## src/rtl/bcd_calculator.sv

```systemverilog
// Two-operand BCD push-button calculator with a scanned 4-digit
// active-low seven-segment display and a direct binary result output.
module bcd_calculator #(
  parameter int REFRESH_BITS = 16
) (
  input  logic        clk,
  input  logic        rst,
  input  logic        B1,
  input  logic        B2,
  input  logic        B3,
  input  logic        B4,
  input  logic        B5,
  input  logic        B6,
  input  logic        B7,
  input  logic        B8,
  input  logic        B9,
  output logic [0:3]  en,
  output logic [0:6]  seg,
  output logic [0:3]  one,
  output logic [0:3]  two,
  output logic [0:3]  three,
  output logic [0:3]  four,
  output logic        dot,
  output logic [0:15] result
);

  typedef enum logic [2:0] {
    OP_NONE = 3'd0,
    OP_ADD  = 3'd1,
    OP_SUB  = 3'd2,
    OP_MUL  = 3'd3,
    OP_DIV  = 3'd4
  } op_t;

  // Step a BCD digit, wrapping 9 back to 0.
  function automatic logic [3:0] bcd_inc(input logic [3:0] d);
    return (d == 4'd9) ? 4'd0 : d + 4'd1;
  endfunction

  // Shift-add-3 conversion; the result never exceeds 9999 so four digits suffice.
  function automatic logic [15:0] bin_to_bcd(input logic [15:0] bin);
    logic [15:0] bcd;
    bcd = 16'd0;
    for (int i = 15; i >= 0; i--) begin
      for (int d = 0; d < 4; d++) begin
        if (bcd[4*d +: 4] >= 4'd5) bcd[4*d +: 4] = bcd[4*d +: 4] + 4'd3;
      end
      bcd = {bcd[14:0], bin[i]};
    end
    return bcd;
  endfunction

  logic [8:0]              w_btn;
  logic [8:0]              r_sync1, r_sync2, r_prev;
  logic [8:0]              w_press;
  logic [3:0]              r_one, r_two, r_three, r_four;
  op_t                     r_op;
  logic [15:0]             w_a, w_b;
  logic [15:0]             w_res_nx;
  logic                    w_neg_nx, w_dz_nx;
  logic [15:0]             r_result;
  logic                    r_neg, r_divzero;
  logic [REFRESH_BITS-1:0] r_refresh;
  logic [1:0]              w_slot;
  logic [15:0]             w_res_bcd;
  logic [3:0]              w_digit;

  assign w_btn   = {B9, B8, B7, B6, B5, B4, B3, B2, B1};
  assign w_press = r_sync2 & ~r_prev;

  // Two-stage synchronizer plus previous-value register for rising-edge detection.
  always_ff @(posedge clk or posedge rst) begin
    if (rst) begin
      r_sync1 <= 9'd0;
      r_sync2 <= 9'd0;
      r_prev  <= 9'd0;
    end else begin
      r_sync1 <= w_btn;
      r_sync2 <= r_sync1;
      r_prev  <= r_sync2;
    end
  end

  // Digit and operation registers; clear beats every other press in the same cycle.
  always_ff @(posedge clk or posedge rst) begin
    if (rst) begin
      r_one   <= 4'd0;
      r_two   <= 4'd0;
      r_three <= 4'd0;
      r_four  <= 4'd0;
      r_op    <= OP_NONE;
    end else if (w_press[8]) begin
      r_one   <= 4'd0;
      r_two   <= 4'd0;
      r_three <= 4'd0;
      r_four  <= 4'd0;
      r_op    <= OP_NONE;
    end else begin
      if (w_press[0]) r_one   <= bcd_inc(r_one);
      if (w_press[1]) r_two   <= bcd_inc(r_two);
      if (w_press[2]) r_three <= bcd_inc(r_three);
      if (w_press[3]) r_four  <= bcd_inc(r_four);
      if (w_press[4])      r_op <= OP_ADD;
      else if (w_press[5]) r_op <= OP_SUB;
      else if (w_press[6]) r_op <= OP_MUL;
      else if (w_press[7]) r_op <= OP_DIV;
    end
  end

  assign w_a = {12'd0, r_one}   * 16'd10 + {12'd0, r_two};
  assign w_b = {12'd0, r_three} * 16'd10 + {12'd0, r_four};

  // Next result from the current operands; SUB reports magnitude plus a sign flag.
  always_comb begin
    w_res_nx = 16'd0;
    w_neg_nx = 1'b0;
    w_dz_nx  = 1'b0;
    case (r_op)
      OP_ADD: w_res_nx = w_a + w_b;
      OP_SUB: begin
        if (w_a < w_b) begin
          w_res_nx = w_b - w_a;
          w_neg_nx = 1'b1;
        end else begin
          w_res_nx = w_a - w_b;
        end
      end
      OP_MUL: w_res_nx = w_a * w_b;
      OP_DIV: begin
        if (w_b == 16'd0) w_dz_nx  = 1'b1;
        else              w_res_nx = w_a / w_b;
      end
      default: w_res_nx = 16'd0;
    endcase
  end

  // Result register refreshed every cycle.
  always_ff @(posedge clk or posedge rst) begin
    if (rst) begin
      r_result  <= 16'd0;
      r_neg     <= 1'b0;
      r_divzero <= 1'b0;
    end else begin
      r_result  <= w_res_nx;
      r_neg     <= w_neg_nx;
      r_divzero <= w_dz_nx;
    end
  end

  // Free-running scan counter; its top two bits pick the active digit.
  always_ff @(posedge clk or posedge rst) begin
    if (rst) r_refresh <= '0;
    else     r_refresh <= r_refresh + {{(REFRESH_BITS-1){1'b0}}, 1'b1};
  end

  assign w_slot    = r_refresh[REFRESH_BITS-1 -: 2];
  assign w_res_bcd = bin_to_bcd(r_result);

  // Digit source and enable for the scanned position (slot 0 is leftmost).
  always_comb begin
    w_digit = 4'd0;
    en      = 4'b1111;
    case (w_slot)
      2'd0: begin en = 4'b0111; w_digit = (r_op == OP_NONE) ? r_one   : w_res_bcd[15:12]; end
      2'd1: begin en = 4'b1011; w_digit = (r_op == OP_NONE) ? r_two   : w_res_bcd[11:8];  end
      2'd2: begin en = 4'b1101; w_digit = (r_op == OP_NONE) ? r_three : w_res_bcd[7:4];   end
      2'd3: begin en = 4'b1110; w_digit = (r_op == OP_NONE) ? r_four  : w_res_bcd[3:0];   end
      default: begin en = 4'b1111; w_digit = 4'd0; end
    endcase
  end

  // Segment decode; divide-by-zero blanks every digit to a dash.
  always_comb begin
    seg = 7'b1111111;
    if (r_divzero) begin
      seg = 7'b1111110;
    end else begin
      case (w_digit)
        4'd0: seg = 7'b0000001;
        4'd1: seg = 7'b1001111;
        4'd2: seg = 7'b0010010;
        4'd3: seg = 7'b0000110;
        4'd4: seg = 7'b1001100;
        4'd5: seg = 7'b0100100;
        4'd6: seg = 7'b0100000;
        4'd7: seg = 7'b0001111;
        4'd8: seg = 7'b0000000;
        4'd9: seg = 7'b0000100;
        default: seg = 7'b1111111;
      endcase
    end
  end

  assign dot    = (w_slot == 2'd0 && r_neg) ? 1'b0 : 1'b1;
  assign one    = r_one;
  assign two    = r_two;
  assign three  = r_three;
  assign four   = r_four;
  assign result = r_result;

endmodule

```

## config.mk

```make
export PLATFORM = sky130hd
export DESIGN_NAME = bcd_calculator
export DESIGN_NICKNAME = d
export VERILOG_FILES = /design/src/rtl/bcd_calculator.sv
export SDC_FILE = /design/constraint.sdc
export NUM_CORES = 1
export LEC_CHECK = 0
export ABC_AREA = 1
export CAP_MARGIN = 25
export CORE_ASPECT_RATIO = 0.7
export CORE_UTILIZATION = 45
export DETAILED_ROUTE_END_ITERATION = 16
export SETUP_SLACK_MARGIN = 0.02
export SYNTH_ARGS = -nofsm -noshare
export SYNTH_HDL_FRONTEND = slang
export SYNTH_SLANG_ARGS = --single-unit
```

## constraint.sdc

```tcl
create_clock -name clk -period 86.7 [get_ports clk]
set_clock_uncertainty 0.05 [all_clocks]
set_input_delay 8.67 -clock clk [delete_from_list [all_inputs] [get_ports clk]]
set_output_delay 8.67 -clock clk [all_outputs]
set_load 0.1 [all_outputs]
```

==> results of run 1 <==
[cells by family (layout without fill, tap and decap cells)]
logic type / count (synthesis) / count (layout) / share of synthesized area (%)
compound gates: 344 / 344 / 13.5
simple gates: 1143 / 1143 / 31.3
fa+ha+maj: 322 / 322 / 26.9
other cells: 1 / 8 / 0.0226
xor+xnor: 102 / 102 / 5.58
buf+inv: 450 / 517 / 10.4
mux: 4 / 4 / 0.242
flops: 80 / 80 / 12.1
[per-layer routing]
metal	vias up	wire length (um)	GRT usage [%]
met5	-	0	0
met4	0	377	3.25
met3	29	2280	3.15
met2	292	17900	36.4
met1	6924	23300	36.6
li1	7992	-	-
[area by class of cell]
cell class	instances	area share (%)
multi-input combinational	1922	71.1
clock buffer	9	1.25
sequential	80	11.1
antenna	1	0.0138
inverter	432	8.99
clock inverter	7	0.588
timing repair buffer	69	3.72
tap	480	3.32
[critical path: cells and delay by family (launching register included)]
| kind | cells | cell delay [ns] |
|---|---|---|
| simple gates | 72 | 7.82 |
| compound gates | 79 | 13.54 |
| flops | 1 | 0.51 |
| fa+ha+maj | 16 | 4.85 |
| xor+xnor | 1 | 0.88 |
| buf+inv | 30 | 3.09 |
[path summary, 6_finish.rpt]
check / to / from / cells past startpoint / slack (ns)
max in group asynchronous: result[0] / rst / 4 / 77.48
worst min-delay path: r_sync2[5] / r_sync1[5] / 0 / 0.28
worst max-delay path: result[15] / three[3] / 198 / 55.79
worst min register to register: r_sync2[5] / r_sync1[5] / 0 / 0.28
worst max register to register: result[15] / three[3] / 198 / 55.79
min in group asynchronous: r_refresh[12] / rst / 3 / 8.55
[state kept, by name (all words and copies together) (netlist names)]
signal     count
r_refresh     16
result        16
r_prev         9
r_sync1        9
r_sync2        9
four           4
one            4
three          4
two            4
r_op           3
r_divzero      1
r_neg          1
[layout by cell type, fill, tap and decap left out, types with 12 or more instances in the layout]
master / netlist / final
a21o_1: 36 / 36
o21bai_1: 22 / 22
clkdlybuf4s50_1: 0 / 54
o21ai_0: 109 / 109
inv_1: 400 / 399
inv_2: 21 / 21
fa_1: 56 / 56
xor2_1: 53 / 53
nand3b_1: 12 / 12
ha_1: 266 / 266
dfrtp_1: 80 / 80
buf_4: 5 / 14
nand3_1: 189 / 189
o21ai_1: 29 / 29
nand3_2: 24 / 24
nor3_1: 20 / 20
nor2_1: 179 / 179
xnor2_1: 45 / 45
nand2_2: 34 / 34
or2_2: 34 / 34
nand4_1: 13 / 13
o21ai_2: 19 / 19
a21oi_1: 64 / 64
nand2_1: 592 / 592
[per-stage QoR]
stage          hold WS (ns)  util, %
3_3_place_gp          0.282     49.1
3_5_place_dp          0.285     49.2
6_report              0.280     50.2
5_1_grt               0.305     50.1
2_1_floorplan         0.281        -
4_1_cts               0.289     50.1
==> impl_metrics.tcl, run 1 <==
set metrics [dict create \
    status "completed" \
    drive_gt1_share_pct 8.77 \
    grt_pass1_vias 14400 \
    slowest_stage "xnor2_1" \
    syn_to_final_growth_pct 9.22 \
    drv_slew 0 \
    viasPerCell 5.08 \
    drc_errors 0 \
    drv_cap 0 \
    die_y_um 163 \
    dieArea_um2 37600 \
    fin_nets 2847 \
    syn_inst 2446 \
    arrival_ns 31.09 \
    io_pins 55 \
    finalSetupTns_ns 0 \
    hold_class "flop to flop" \
    drtAntennaViolNets 0 \
    cp.required_ns 86.88 \
    path_clk_slew_ns 0.08 \
    syn_area_um2 16600 \
    clock_sinks 80 \
    cp_common_cell "nand2_1" \
    initial_core_util_pct 45.9 \
    cts_resized 0 \
    synth_top_area_share_pct 20.1 \
    cts_hold_buf 0 \
    port_buffers 54 \
    final-instance-count-excl-fill 3000 \
    yosys.area.top_type "ha_1" \
    worstSetupPathType "flop to flop" \
    num_rows 58 \
    gp_congestion 0.935 \
    synth.area.top_cells "ha_1 (20%), nand2_1 (13%), dfrtp_1 (12%)" \
    cp_max_fo 20 \
    yosys_register_bits 80 \
    yosysMostFrequentCell "nand2_1" \
    ys_warn_count 0 \
    cpPeakStageDelay_ns 0.88 \
    dp_cells 2982 \
    coreArea_um2 36100 \
    ys.flop_type "dfrtp_1" \
    cts_made_buffers 9 \
    tightestPinTransition_ns 1.09 \
    setup_ws_ns 55.79 \
    multi_input_area_um2 12900 \
    max_slew_margin_pct 27.1 \
    synth_edf_count 0 \
    ys_types 67 \
    cts_max_path_buffers 2 \
    drt_iter0_drc 1027 \
    syn-mean-instance-area_um2 6.77 \
    die_w_um 231 \
    rsz0062_at_grt "no" \
    avgRoutedWirePerCell_um 14.6 \
    synth_common_cells "nand2_1 (592), inv_1 (400), ha_1 (266), nand3_1 (189), nor2_1 (179)" \
    crit_path_end_kind "flop" \
    min_period_ns 30.91 \
    grt_max_degree 81 \
    stdcell_area_um2 18100 \
    worst_skew_pair.late_latency_ns 0.36 \
    min_period_over_period_pct 35.7 \
    drt_first_pass_iters 5 \
    grt.total_usage_pct 24.0 \
    fillCellCount 3590 \
    cts_tree "built" \
    dp_hpwl_um 35700 \
    critPathLaunchType "flop" \
    grt_first_pass_wirelength_um 73300 \
    root_buffer "clkbuf_16" \
    overflow 0 \
    place_area_um2 17700 \
    dp_worst_setup_slack_ns 55.90 \
    num_vias 15200 \
    antenna_found_initial 2 \
    regArea_um2 2000 \
    yosysSeqAreaShare_pct 12.1 \
    synthArstFlopShare_pct 100 \
    routed_wl_um 43900 \
    cts.htree.levels 3 \
    max_freq_ghz 0.0323 \
    cts_setup_buffers 0 \
    setup_viol 0 \
    hold_viol_final 0 \
]
Power of run 1 is not shown: default switching activity piles up to over one toggle a cycle in this logic, so the estimate is an artifact.
==> run 2, diff against run 1 <==
==> constraint.sdc (replaced) <==
create_clock -name clk -period 25 [get_ports clk]
set_clock_uncertainty 0.05 [all_clocks]
set_input_delay 2.5 -clock clk [delete_from_list [all_inputs] [get_ports clk]]
set_output_delay 2.5 -clock clk [all_outputs]
set_load 0.1 [all_outputs]
==> impl_metrics.tcl, run 2 (synthesis results as in run 1) <==
set metrics [dict create \
    dp_hpwl_um 37200 \
    grt_first_pass_wirelength_um 78000 \
    grt.total_usage_pct 25.7 \
    io_pins 55 \
    path_clk_slew_ns 0.08 \
    num_vias 16800 \
    clock_sinks 80 \
    grt_max_degree 81 \
    syn_to_final_growth_pct 28.7 \
    fin_nets 3164 \
    critPathLaunchType "flop" \
    tightestPinTransition_ns 1.00 \
    worst_skew_pair.late_latency_ns 0.37 \
    coreArea_um2 36100 \
    die_w_um 231 \
    hold_class "flop to flop" \
    finalSetupTns_ns -0.365 \
    overflow 0 \
    final_core_util_pct 59.1 \
    cpPeakStageDelay_ns 0.47 \
    cp_common_cell "a21o_1" \
    dp_cells 3184 \
    drv_cap 0 \
    dieArea_um2 37600 \
    setup_viol 1 \
    num_rows 58 \
    avgRoutedWirePerCell_um 14.9 \
    worstSetupPathType "flop to flop" \
    crit_path_end_kind "flop" \
    cp_max_fo 5 \
    die_y_um 163 \
    status "complete, but fails checks" \
    violations "setup timing" \
    routed_wl_um 49300 \
    arrival_ns 25.55 \
    drt_iter0_drc 992 \
    stdcell_area_um2 21300 \
    final-instance-count-excl-fill 3315 \
    hold_viol_final 0 \
    cts_tree "built" \
    setup_ws_ns -0.365 \
    min_period_ns 25.37 \
    layout_common_cells "nand2_1 (558), inv_1 (379), buf_4 (321)" \
    rsz0062_at_grt "yes" \
    grt_pass1_vias 15600 \
    place_area_um2 19400 \
    slowest_stage "fa_2" \
    final_common_cell "nand2_1" \
    antenna_found_initial 0 \
    min_period_over_period_pct 101 \
    drc_errors 0 \
    cts_made_buffers 9 \
    port_buffers 54 \
    cts_hold_buf 0 \
    gp_congestion 0.932 \
    cts.htree.levels 3 \
    antenna_cells 0 \
    viasPerCell 5.07 \
    cts_max_path_buffers 2 \
    initial_core_util_pct 45.9 \
    root_buffer "clkbuf_16" \
    drtAntennaViolNets 0 \
    cp.required_ns 25.19 \
    regToRegSetupSlack_ns -0.37 \
    max_freq_ghz 0.0394 \
    drt_first_pass_iters 6 \
    max_slew_margin_pct 33.2 \
    drive_gt1_share_pct 23.8 \
    drv_slew 0 \
]
## run 2: cell count changes in the layout (fill, tap and decap cells not counted), moves of 14 or more
cell,previous run,this run
buf_4,14,321
nand2_1,592,558
nand2_2,34,60
o21ai_0,109,88
inv_1,399,379
ha_1,266,248
ha_4,0,18
nor2_1,179,164
nor2_4,2,16
## run 2: layout make-up
type | count | area [um^2]
clock buffer | 10 | 239
clock inverter | 5 | 41.3
fill | 3332 | 14700
inverter | 432 | 1650
multi-input combinational | 1922 | 13700
sequential | 80 | 2010
tap | 480 | 601
timing repair buffer | 385 | 3080
timing repair inverter | 1 | 7.51
## run 2: through the flow
step	worst slack (ns)	hold slack, ns
after global placement	-0.140	0.282
after global routing	-2.14	0.310
after CTS	-0.400	0.307
after floorplan	-1.37	0.281
final	-0.365	0.298
after detailed placement	-1.23	0.286
## run 2: timing repair
| action | in CTS | in global routing |
|---|---|---|
| endpoints found under the setup margin | 1 | 2 |
| resized for setup | 37 | 146 |
| setup buffers | 61 | 54 |
| pin swaps | 74 | 161 |
| cloned | 1 | 0 |
## run 2: worst paths after layout
kind                              endpoint  cells past startpoint  startpoint
max in group asynchronous          four[1]                      4         rst
min in group asynchronous       r_sync1[2]                      3         rst
worst min register to register  r_sync2[1]                      0  r_sync1[1]
worst max register to register  result[15]                    203    three[2]
worst max-delay path            result[15]                    203    three[2]
worst min-delay path            r_sync2[1]                      0  r_sync1[1]
## run 2: per-layer routing
metal  vias up  global-route usage, %  wire length (um)
li1       8637                      -                 -
met1      7686                   37.2             24100
met2       382                   38.9             21200
met3        88                   4.69              2920
met4         0                   6.74              1110
met5         -                      0                 0
## run 2: critical path: cells and delay by family (launching register included)
family	cells	cell delay, ns
compound gates	73	10.63
xor+xnor	1	0.19
fa+ha+maj	16	4.14
buf+inv	38	3.19
flops	1	0.43
simple gates	75	6.58
Power of run 2 is left out for the same reason.
==> edit 1: new RTL, flow settings as in run 1 <==
Re-encode `op_t` (5 values) as one-hot, 5 bits wide.
--- a/src/rtl/bcd_calculator.sv
+++ b/src/rtl/bcd_calculator.sv
@@ -24,12 +24,12 @@
   output logic [0:15] result
 );
 
-  typedef enum logic [2:0] {
-    OP_NONE = 3'd0,
-    OP_ADD  = 3'd1,
-    OP_SUB  = 3'd2,
-    OP_MUL  = 3'd3,
-    OP_DIV  = 3'd4
+  typedef enum logic [4:0] {
+    OP_NONE = 5'b00001,
+    OP_ADD  = 5'b00010,
+    OP_SUB  = 5'b00100,
+    OP_MUL  = 5'b01000,
+    OP_DIV  = 5'b10000
   } op_t;
 
   // Step a BCD digit, wrapping 9 back to 0.
Function: same outputs for any inputs over 4 cycles, from zero or initial values and one cycle with rst high; so few cycles prove little.
==> edit 1 against run 1 <==
- worst setup slack got worse by 1.4 ns
- cell area rose by 0.34%
- final cell count rose by 1.0%
- utilization rose by 0.069 points
- fmax fell by 4.4%
- synthesized area rose by 0.44%
- die area rose by 0.43%
- global-route usage fell by 0.22 points
- wire length rose by 1.6%
- sequential cell count rose by 2
- largest cell class unchanged
Power is left out: the tool's default activity adds up to more than one toggle a clock period on the data nets, which glitch-free logic cannot reach.
==> edit 1: results (changes against run 1) <==
- Total GRT Usage: 23.80% (was 24.02%)
- Post-synthesis sequential area ratio: 12.34% (was 12.09%)
- Fmax achieved: 30.94 MHz (was 32.35 MHz)
- Post-synthesis adder-cell area fraction: 26.75% (was 26.86%)
- Share of cells above drive strength 1: 9.333% (was 8.773%)
- Slowest Stage Delay on Critical Path: 0.67 ns (was 0.88 ns)
- Synth Area in XOR/XNOR: 5.130% (was 5.575%)
- GP Congestion: 0.9403 (was 0.9348)
- DP HPWL: 36.01 mm (was 35.69 mm)
- R2r setup slk: 54.38 ns (was 55.79 ns)
- Pre-CTS setup slack: 54.65 ns (was 55.90 ns)
- Hold path startpoint: r_sync1[6]$_DFF_PP0_ (was r_sync1[5]$_DFF_PP0_)
- Initial DRC count: 962 (was 1027)
- Worst hold endpoint: r_sync2[6]$_DFF_PP0_ (was r_sync2[5]$_DFF_PP0_)
- Routed WL: 44.58 mm (was 43.88 mm)
- Vias/cell: 5.176 (was 5.079)
- Complex-gate fraction of the synthesized area: 12.98% (was 13.51%)
- Ant diodes: 0 (was 1)
- Number of nets in the layout: 2879 (was 2847)
- Commonest cells post-synth: nand2_1, inv_1, ha_1 (unchanged)
- Post-synthesis mux area share: 0.2407% (was 0.2417%)
- Reg2Reg Launch Point: three[0]$_DFFE_PP0P_ (was three[3]$_DFFE_PP0P_)
- CP max FO: 17 (was 20)
- R2r worst-path depth: 210 (was 198)
- Status: finished, final reports clean (unchanged)
- # fillers: 3577 (was 3590)
- First-pass GRT wire length: 72.75 mm (was 73.33 mm)
- Hold_ws: 0.2968 ns (was 0.2800 ns)
-- edit 1: changes by cell type after synthesis, moves of 7 or more --
cell     change
inv_1       +10
nand3_2     +13
nand2_1     +12
o21ai_1     +10
a21oi_1      +7
inv_2       +11
o21ai_4      -8
nand4_1      +9
o21ai_0     -11
nor2_1      -18
-- edit 1: stage by stage --
step / area (um2) / cells / util (%)
3_3_place_gp: 17850 / 3015 / 49.39
4_1_cts: 18150 / 3030 / 50.22
3_5_place_dp: 17850 / 3015 / 49.39
6_report: 18150 / 3030 / 50.22
5_1_grt: 18150 / 3030 / 50.22
2_1_floorplan: 16660 / 2481 / -
-- edit 1: cell families after synthesis --
logic type | Yosys count
xor gates and xnor gates | 94
and+or+nand+nor | 1157
DFF | 82
muxes | 4
other | 1
AOI/OAI and AO/OA | 346
adders and majority gates | 322
buffers and inverters | 469
-- edit 1: how the worst max path moves through the flow --
| stage | endpoint | from | cells past startpoint |
|---|---|---|---|
| final | result[15]$_DFF_PP0_ | three[0]$_DFFE_PP0P_ | 210 |
| after global routing | result[15]$_DFF_PP0_ | three[0]$_DFFE_PP0P_ | 210 |
| after CTS | result[15]$_DFF_PP0_ | three[0]$_DFFE_PP0P_ | 210 |
| after detailed placement | result[15]$_DFF_PP0_ | three[0]$_DFFE_PP0P_ | 210 |
| after global placement | result[15]$_DFF_PP0_ | three[0]$_DFFE_PP0P_ | 214 |
| after floorplan | result[15]$_DFF_PP0_ | three[0]$_DFFE_PP0P_ | 222 |
-- edit 1: layout make-up --
class                      count  area, um2  share of cell area, %
sequential                    82       2053                  11.31
clock inverter                 5      62.56                 0.3447
multi-input combinational   1930      12830                  70.68
tap                          480      600.6                  3.309
clock buffer                  10      239.0                  1.317
inverter                     452       1698                  9.355
timing repair buffer          71      668.1                  3.681
-- edit 1: per-layer routing --
layer	track usage (%)	vias to the layer above	wire, um	part of all wire (%)
met5	0	-	0	0
li1	-	8109	-	-
met2	35.62	338	18170	41
met3	4.779	33	2896	6.5
met4	3.618	0	471	1.1
met1	35.42	7202	23040	52
-- edit 1: worst max-delay path, delay by kind of cell, from the launching register on --
kind / cells / cell delay (ns)
adders and majority gates: 17 / 5.29
DFF: 1 / 0.53
and+or+nand+nor: 78 / 9.60
buffers and inverters: 35 / 3.42
xor gates and xnor gates: 1 / 0.13
AOI/OAI and AO/OA: 79 / 13.10
==> edit 2: new RTL, config.mk and constraints of run 1 <==
Without the edit above. Set the parameter `REFRESH_BITS` to 32 (it was 16).
--- a/src/rtl/bcd_calculator.sv
+++ b/src/rtl/bcd_calculator.sv
@@ -1,7 +1,7 @@
 // Two-operand BCD push-button calculator with a scanned 4-digit
 // active-low seven-segment display and a direct binary result output.
 module bcd_calculator #(
-  parameter int REFRESH_BITS = 16
+  parameter int REFRESH_BITS = 32
 ) (
   input  logic        clk,
   input  logic        rst,
Function: no difference found for any inputs over 4 cycles, from zero or initial values and one cycle with rst high; that may be too few to reach the edited logic, so the function may still have changed.
==> edit 2 against run 1 <==
- global-route usage decreased by 0.19 points
- non-clock buffer count increased by 4
- synthesized area increased by 4.3%
- wire length increased by 4.7%
- sequential cell count increased by 16
- sequential share of layout area increased by 1.7 points
- utilization increased by 0.058 points
- fmax decreased by 2.8%
- cell area increased by 4.1%
- worst setup slack got worse by 0.89 ns
- critical path type unchanged
- highest routed layer unchanged
Power is not shown: default switching activity piles up to over one toggle a cycle in this logic, so the estimate is an artifact.
==> edit 2: results (changes against run 1) <==
- Largest net degree at the start of global routing: 77 (was 81)
- Placed Cells: 3121 (was 2982)
- Met2 Resource Use GR: 36.50% (was 36.39%)
- Total GRT Usage: 23.83% (was 24.02%)
- Post-synthesis adder-cell area fraction: 25.75% (was 26.86%)
- GP Congestion: 0.9161 (was 0.9348)
- Post-synthesis sequential area ratio: 13.90% (was 12.09%)
- First-pass GRT wire length: 76.62 mm (was 73.33 mm)
- GR Util met3: 4.305% (was 3.151%)
- Routed WL: 45.93 mm (was 43.88 mm)
- Post-synthesis mux area share: 0.1738% (was 0.2417%)
- Routed wire length on met2: 19.01 mm (was 17.91 mm)
- I/O Buffers: 54 (unchanged)
- Ys Warns: 0 (unchanged)
- Crit path DAT: 32.00 ns (was 31.09 ns)
- Ys flop type: dfrtp_1 (unchanged)
- Clock Tree Buf Depth: 2 (unchanged)
- Inserted Clock Buffers: 9 (unchanged)
- Area after DPL: 0.01849 mm2 (was 0.01773 mm2)
- CTS resizes: 0 (unchanged)
- Unique masters post-synth: 62 (was 67)
- Final core utilization: 50.21% (was 50.15%)
- Antenna violations before repair: 0 (was 2)
- Wire per inst: 14.64 um (was 14.63 um)
- Met1 Usage GRT: 35.07% (was 36.61%)
- Commonest cells post-synth: nand2_1, inv_1, ha_1 (unchanged)
- Ant diodes: 0 (was 1)
- Worst hold path type: flip-flop to flip-flop (unchanged)
- Synth area leaders: ha_1, nand2_1, dfrtp_1, inv_1, fa_1 (unchanged)
- Complex-gate fraction of the synthesized area: 11.77% (was 13.51%)
- DP HPWL: 37.44 mm (was 35.69 mm)
- WL met3: 2.519 mm (was 2.281 mm)
- Detailed Routing Iterations Pass 1: 6 (was 5)
- Mean area per synthesized cell: 6.705 um2 (was 6.771 um2)
- Slew @ Worst Pin: 1.051 ns (was 1.086 ns)
- Worst path top cell family by delay: compound AO/OA/AOI/OAI gates (unchanged)
- Setup Viol. Count Final: 0 (unchanged)
- Pre-CTS setup slack: 55.15 ns (was 55.90 ns)
- Synth Area in XOR/XNOR: 5.923% (was 5.575%)
- CP max FO: 18 (was 20)
- Clock slew at the register clock pins of the worst setup and hold paths: 0.07 ns
- Biggest register: r_refresh
- Vias in the first global route: 15220 (was 14410)
- Status: finished, final reports clean (unchanged)
- Slowest Stage Delay on Critical Path: 0.54 ns (was 0.88 ns)
- Share of cells above drive strength 1: 6.830% (was 8.773%)
- Initial DRC count: 988 (was 1027)
- Setup bufs post-CTS: 0 (unchanged)
- Number of nets in the layout: 2978 (was 2847)
- Worst-skew pair later-pin latency: 0.36 ns (about the same)
- # fillers: 3787 (was 3590)
- Critical path's slowest cell: nor2_1 (was xnor2_1)
- M1 wire length: 23.77 mm (was 23.31 mm)
- Vias/cell: 5.134 (was 5.079)
edit 2: final timing paths:
kind                                       from                   end  slack, ns  cells after the start
max                        three[0]$_DFFE_PP0P_  result[15]$_DFF_PP0_      54.90                    207
min                        r_sync1[4]$_DFF_PP0_  r_sync2[4]$_DFF_PP0_       0.30                      0
max reg2reg                three[0]$_DFFE_PP0P_  result[15]$_DFF_PP0_      54.90                    207
min reg2reg                r_sync1[4]$_DFF_PP0_  r_sync2[4]$_DFF_PP0_       0.30                      0
max in group asynchronous                   rst   result[1]$_DFF_PP0_      77.18                      4
min in group asynchronous                   rst  r_sync1[1]$_DFF_PP0_       8.54                      2
edit 2: cell type report:
cell class	instances	share of cell area, %
clock inverter	7	0.4585
sequential	96	12.76
timing repair buffer	73	3.734
inverter	458	9.150
tap	488	3.243
clock buffer	9	1.196
multi-input combinational	2007	69.46
